===== src/rtl/dds_sweep_controller.sv =====
// dds_sweep_controller: sequences the DDS tuning word.
// It either runs a linear frequency sweep or applies a fixed code.
// A sweep is set by a start code, a signed step, a point count and a dwell.
// A sticky interrupt is raised when a sweep completes.
// Optional feature: define DDS_SWEEP_CONTINUOUS_EN to add the cfg_continuous input.
// With cfg_continuous set, the sweep restarts after its last point.
module dds_sweep_controller #(
  parameter int unsigned CODE_WIDTH   = 32,
  parameter int unsigned POINTS_WIDTH = 16,
  parameter int unsigned DWELL_WIDTH  = 32
) (
  input  logic                    clk,
  input  logic                    rst,
  input  logic                    cfg_we,
  input  logic [CODE_WIDTH-1:0]   cfg_start_code,
  input  logic [CODE_WIDTH-1:0]   cfg_step_code,
  input  logic [POINTS_WIDTH-1:0] cfg_points,
  input  logic [DWELL_WIDTH-1:0]  cfg_dwell,
`ifdef DDS_SWEEP_CONTINUOUS_EN
  input  logic                    cfg_continuous,
`endif
  input  logic                    fixed_we,
  input  logic [CODE_WIDTH-1:0]   fixed_code,
  input  logic                    start,
  input  logic                    abort,
  input  logic                    irq_clear,
  output logic [CODE_WIDTH-1:0]   dds_code,
  output logic                    code_strobe,
  output logic                    busy,
  output logic [POINTS_WIDTH-1:0] point_index,
  output logic                    interrupt
);

  localparam logic [0:0] StIdle = 1'b0;
  localparam logic [0:0] StRun  = 1'b1;

  logic [0:0]              state_q, state_d;
  logic [CODE_WIDTH-1:0]   code_q, code_d;
  logic                    strobe_q, strobe_d;
  logic                    busy_q, busy_d;
  logic [POINTS_WIDTH-1:0] index_q, index_d;
  logic                    irq_q, irq_d;
  logic [DWELL_WIDTH-1:0]  dwell_cnt_q, dwell_cnt_d;

  // Shadow configuration, only writable while idle.
  logic [CODE_WIDTH-1:0]   sh_start_q, sh_start_d;
  logic [CODE_WIDTH-1:0]   sh_step_q, sh_step_d;
  logic [POINTS_WIDTH-1:0] sh_points_q, sh_points_d;
  logic [DWELL_WIDTH-1:0]  sh_dwell_q, sh_dwell_d;
  logic                    sweep_cont;

`ifdef DDS_SWEEP_CONTINUOUS_EN
  logic sh_cont_q, sh_cont_d;
  assign sweep_cont = sh_cont_q;
`else
  assign sweep_cont = 1'b0;
`endif

  // Zero point/dwell counts behave as one, so the terminal values are P-1 and D-1.
  logic [POINTS_WIDTH-1:0] last_index;
  logic [DWELL_WIDTH-1:0]  dwell_reload;
  logic                    irq_set;

  assign last_index   = (sh_points_q == '0) ? '0 : sh_points_q - POINTS_WIDTH'(1);
  assign dwell_reload = (sh_dwell_q == '0) ? '0 : sh_dwell_q - DWELL_WIDTH'(1);

  // Next-state logic for the sweep sequencer, shadow registers and interrupt.
  always_comb begin
    state_d     = state_q;
    code_d      = code_q;
    strobe_d    = 1'b0;
    busy_d      = busy_q;
    index_d     = index_q;
    dwell_cnt_d = dwell_cnt_q;
    sh_start_d  = sh_start_q;
    sh_step_d   = sh_step_q;
    sh_points_d = sh_points_q;
    sh_dwell_d  = sh_dwell_q;
`ifdef DDS_SWEEP_CONTINUOUS_EN
    sh_cont_d   = sh_cont_q;
`endif
    irq_set     = 1'b0;

    case (state_q)
      StIdle: begin
        if (abort) begin
          // Abort while idle blocks every other request this cycle.
          state_d = StIdle;
        end else if (start) begin
          // Uses the current shadow values even if cfg_we is also high.
          code_d      = sh_start_q;
          index_d     = '0;
          dwell_cnt_d = dwell_reload;
          strobe_d    = 1'b1;
          busy_d      = 1'b1;
          state_d     = StRun;
        end else if (fixed_we) begin
          code_d   = fixed_code;
          strobe_d = 1'b1;
        end else if (cfg_we) begin
          sh_start_d  = cfg_start_code;
          sh_step_d   = cfg_step_code;
          sh_points_d = cfg_points;
          sh_dwell_d  = cfg_dwell;
`ifdef DDS_SWEEP_CONTINUOUS_EN
          sh_cont_d   = cfg_continuous;
`endif
        end
      end
      StRun: begin
        if (abort) begin
          // Code and index hold; the sweep did not complete, so no interrupt.
          busy_d  = 1'b0;
          state_d = StIdle;
        end else if (dwell_cnt_q != '0) begin
          dwell_cnt_d = dwell_cnt_q - DWELL_WIDTH'(1);
        end else if (index_q != last_index) begin
          code_d      = code_q + sh_step_q;
          index_d     = index_q + POINTS_WIDTH'(1);
          dwell_cnt_d = dwell_reload;
          strobe_d    = 1'b1;
        end else if (sweep_cont) begin
          code_d      = sh_start_q;
          index_d     = '0;
          dwell_cnt_d = dwell_reload;
          strobe_d    = 1'b1;
          irq_set     = 1'b1;
        end else begin
          busy_d  = 1'b0;
          state_d = StIdle;
          irq_set = 1'b1;
        end
      end
      default: begin
        busy_d  = 1'b0;
        state_d = StIdle;
      end
    endcase

    // Setting the interrupt takes priority over clearing it.
    if (irq_set) begin
      irq_d = 1'b1;
    end else if (irq_clear) begin
      irq_d = 1'b0;
    end else begin
      irq_d = irq_q;
    end
  end

  // State and output registers with synchronous reset.
  always_ff @(posedge clk) begin
    if (rst) begin
      state_q     <= StIdle;
      code_q      <= '0;
      strobe_q    <= 1'b0;
      busy_q      <= 1'b0;
      index_q     <= '0;
      irq_q       <= 1'b0;
      dwell_cnt_q <= '0;
      sh_start_q  <= '0;
      sh_step_q   <= '0;
      sh_points_q <= POINTS_WIDTH'(1);
      sh_dwell_q  <= DWELL_WIDTH'(1);
`ifdef DDS_SWEEP_CONTINUOUS_EN
      sh_cont_q   <= 1'b0;
`endif
    end else begin
      state_q     <= state_d;
      code_q      <= code_d;
      strobe_q    <= strobe_d;
      busy_q      <= busy_d;
      index_q     <= index_d;
      irq_q       <= irq_d;
      dwell_cnt_q <= dwell_cnt_d;
      sh_start_q  <= sh_start_d;
      sh_step_q   <= sh_step_d;
      sh_points_q <= sh_points_d;
      sh_dwell_q  <= sh_dwell_d;
`ifdef DDS_SWEEP_CONTINUOUS_EN
      sh_cont_q   <= sh_cont_d;
`endif
    end
  end

  assign dds_code    = code_q;
  assign code_strobe = strobe_q;
  assign busy        = busy_q;
  assign point_index = index_q;
  assign interrupt   = irq_q;

endmodule


===== config.mk =====
export PLATFORM = sky130hd
export DESIGN_NAME = dds_sweep_controller
export DESIGN_NICKNAME = d
export VERILOG_FILES = /design/src/rtl/dds_sweep_controller.sv
export SDC_FILE = /design/constraint.sdc
export NUM_CORES = 1
export LEC_CHECK = 0
export BUFFER_PORTS_ARGS = -buffer_cell sky130_fd_sc_hd__buf_2
export CAP_MARGIN = 30
export CORE_MARGIN = 10
export CORE_UTILIZATION = 57
export DETAILED_ROUTE_END_ITERATION = 16
export GPL_TIMING_DRIVEN = 0
export PLACE_DENSITY = 0.81
export SYNTH_ARGS = -nofsm -noshare
export SYNTH_HDL_FRONTEND = slang
export SYNTH_SLANG_ARGS = --single-unit

===== constraint.sdc =====
create_clock -name clk -period 4.55 [get_ports clk]
set_input_delay 0.2275 -clock clk [delete_from_list [all_inputs] [get_ports clk]]
set_output_delay 0.2275 -clock clk [all_outputs]
set_load 0.005 [all_outputs]

==> impl_metrics.yaml <==
outcome:
  status: "complete, no violations"
worst_hold_path:
  hp-class: "primary input to register"
  worstHoldPathCells: 3
  min_from: "cfg_step_code[18]"
  holdPathEnd: "sh_step_q[18]$_SDFFE_PP0P_"
global_route:
  grt_overflow: 0
  grt_usage: 0.2813
  antenna_found_initial: 2
  grt_start_max_net_pins: 20
  grt_pass1_vias: 11960
  grt_pass1_wl_um: 60840
clocking:
  clock_latency_ns: 0.45
  cts_hold_buf: 0
  cts_tree: "yes"
  clk_transition_reported_paths_ns: 0.08
  htreeDepth: 4
  cts_resized: 0
  numCtsBuffers: 17
  root_buffer: "clkbuf_16"
  post_cts_buffers: 0
  ctsLongestPathBuffers: 2
  cts_sinks: 196
timing:
  fin_crit_ns: 3.935
  hold_violations: 0
  slew_headroom: 0.3364
  skew_ns: 0.01110
  fmax_mhz: 254.1
  worst_pin_slew_ns: 0.9954
  finalSetupViolCount: 0
  rsz0062_at_grt: "false"
  slew_viol_final: 0
  finalCritPeriodShare: 0.8648
  setup_tns_ns: 0
job:
  drv_cap: 0
yosys:
  synthCells: 1532
  synth_top_family_by_area: "simple AND/OR/NAND/NOR gates"
  synth_nets: 1720
  synthArstFlopShare: 0
  yosysSeqAreaShare: 0.3387
  syn_avg_cell_area_um2: 7.562
  synth-xor-area-share: 0.05670
  synthSimpleGateAreaFrac: 0.2542
  synthDistinctLibCells: 83
  yosysTopAreaCellShare: 0.3387
  yosysTopAreaCell: "dfxtp_1"
  ys_top_cells_by_area: "dfxtp_1, nand2_1, a21oi_1, xnor2_1, ha_1"
  syn_area_um2: 11580
  synth_seq_cells: 196
  synth_compound_area_frac: 0.2202
  synth_mux_area_frac: 0.04126
  synth-edff-count: 0
  synth_common_cells: "nand2_1, a21oi_1, dfxtp_1"
  synth_ff_type: "dfxtp_1"
  synthAdderAreaFrac: 0.04061
  synth.most_common_cell: "nand2_1"
  synth_warnings: 0
critical_path:
  crit_fanout: 10
  path_common_cell: "buf_2"
  worstSetupPathType: "register to register"
  crit_required_ns: 4.86
  cp-start-kind: "register"
  crit_chain: "inv_1 > ha_1 > or4b_4 > buf_6 > nor4_4 > a21o_1 > nand4_1 > a2111o_1 > nor3_4 > a31oi_1 > buf_2 > buf_2 > nand2_1 > a21oi_1"
  end_kind: "register"
  cp_slowest_cell: "nor4_4"
  crit_family: "simple AND/OR/NAND/NOR gates"
  worstPathArrival_ns: 4.24
  path_buf_inv: 4
  r2r-start: "sh_points_q[0]$_SDFFE_PP1P_"
  critical_path.reg2reg.endpoint: "dwell_cnt_q[31]$_SDFFE_PP0P_"
  ff2ff_path_depth: 14
  r2r_setup_slack_ns: 0.62
  cpPeakStageDelay_ns: 0.52
floorplanning:
  core.rowCount: 52
  coreArea_um2: 20100
  die_h_um: 162.6
  pin_count: 202
  dieArea_um2: 26430
  die_w_um: 162.6
  start_util: 0.5762
final_layout:
  final_layout_size_suffix_gt1_frac: 0.1637
  fin_nets: 1940
  final_area_um2: 13500
  finalNonFillerCells: 2036
  fillers: 1788
  area_growth_pct: 16.49
  utilization: 0.6713
routing:
  post-route-drc-count: 0
  wl_per_cell_um: 18.84
  first_pass_iters: 6
  antenna_left: 0
  drtIter0Drc: 1303
  drt_wl_total_um: 38350
  vias_per_cell: 6.017
  dr_total_vias: 12250
placement:
  gp_congestion: 0.9749
  port_buffers: 201
  placed_area_um2: 12930
  dp_hpwl_um: 29020
  placedCellCount: 2003
power_and_ir_drop:
  leakage_nw: 5.507
  p_per_area_nw_per_um2: 302.0
  peakVddDrop_mv: 0.2693
-- worst register-to-register path, delay by kind of cell, from the launching register on --
family          cells  cell delay (ns)
buf+inv             4             0.81
fa+ha+maj           1             0.26
compound gates      4             0.86
flops               1             0.36
simple gates        5             1.52
-- cell type report --
| cell class | count | area (µm²) | share of cell area |
|---|---|---|---|
| multi-input combinational | 1209 | 7102 | 0.5262 |
| clock buffer | 17 | 425.4 | 0.03152 |
| inverter | 29 | 108.9 | 0.008066 |
| buffer | 98 | 450.4 | 0.03338 |
| sequential | 196 | 3924 | 0.2907 |
| antenna | 1 | 2.502 | 0.0001854 |
| tap | 270 | 337.8 | 0.02503 |
| clock inverter | 15 | 138.9 | 0.01029 |
| timing repair buffer | 201 | 1006 | 0.07454 |
-- placed cells by master (no fill, tap or decap), drive strengths merged, types with 6 or more instances in the layout --
cell type,count
xnor2,52
nor2b,9
a31oi,13
buf,229
inv,37
o211ai,14
nand3,30
dfxtp,196
ha,36
nand4,7
a211oi,21
o21ai,80
a21o,15
o21bai,6
nor3,47
nand2,314
mux2,6
nor4,20
o32ai,8
nor2,113
clkbuf,87
nand2b,10
a21oi,205
and3,16
or4,13
or3,16
mux2i,41
xor2,23
and2,7
-- flip-flops by register name (all words and copies together), names as in the netlist --
| signal | flops |
|---|---|
| dds_code | 32 |
| dwell_cnt_q | 32 |
| sh_dwell_q | 32 |
| sh_start_q | 32 |
| sh_step_q | 32 |
| point_index | 16 |
| sh_points_q | 16 |
| busy | 1 |
| code_strobe | 1 |
| interrupt | 1 |
| state_q | 1 |
-- per-layer routing --
metal,up-vias,GRT usage,part of all wire
met2,594,0.4597,0.46
met3,97,0.08645,0.11
met5,-,0,0.00034
li1,5847,-,-
met1,5710,0.3375,0.39
met4,2,0.1156,0.035
-- how the worst max path moves through the flow --
stage / start / to / cells past startpoint
2_1_floorplan: sh_points_q[0]$_SDFFE_PP1P_ / dwell_cnt_q[1]$_SDFFE_PP0P_ / 14
3_3_place_gp: sh_points_q[0]$_SDFFE_PP1P_ / dwell_cnt_q[31]$_SDFFE_PP0P_ / 14
3_5_place_dp: sh_points_q[0]$_SDFFE_PP1P_ / dwell_cnt_q[31]$_SDFFE_PP0P_ / 14
4_1_cts: sh_dwell_q[0]$_SDFFE_PP1P_ / dwell_cnt_q[26]$_SDFFE_PP0P_ / 11
5_1_grt: sh_points_q[0]$_SDFFE_PP1P_ / dwell_cnt_q[12]$_SDFFE_PP0P_ / 13
6_report: sh_points_q[0]$_SDFFE_PP1P_ / dwell_cnt_q[31]$_SDFFE_PP0P_ / 14
-- report_power, final --
part	internal (W)	total, W	switching (W)
Combinational	0.000290	0.000774	0.000485
Clock	0.000726	0.00148	0.000759
Sequential	0.00177	0.00182	0.0000491
Total	0.00278	0.00408	0.00129
-- kinds of logic (layout without fill, tap and decap cells) --
kind of cell,after synthesis,count (layout)
and+or+nand+nor,632,632
AOI/OAI and AO/OA,418,418
DFF,196,196
buffers and inverters,127,360
xor gates and xnor gates,75,75
muxes,47,47
adders and majority gates,37,37
other,0,1
-- through the flow --
stage / total power [W] / hold WS, ns / setup WS (ns)
final: 0.004075 / 0.005420 / 0.6150
after detailed placement: 0.002606 / 0.4435 / 0.7104
after global routing: 0.004214 / 0.005355 / 0.4229
after CTS: 0.004053 / 0.004410 / 0.6870
after floorplan: 0.002343 / 0.3635 / 1.356
after global placement: 0.002587 / 0.4398 / 0.8082
(Power assumes the default switching activity.)
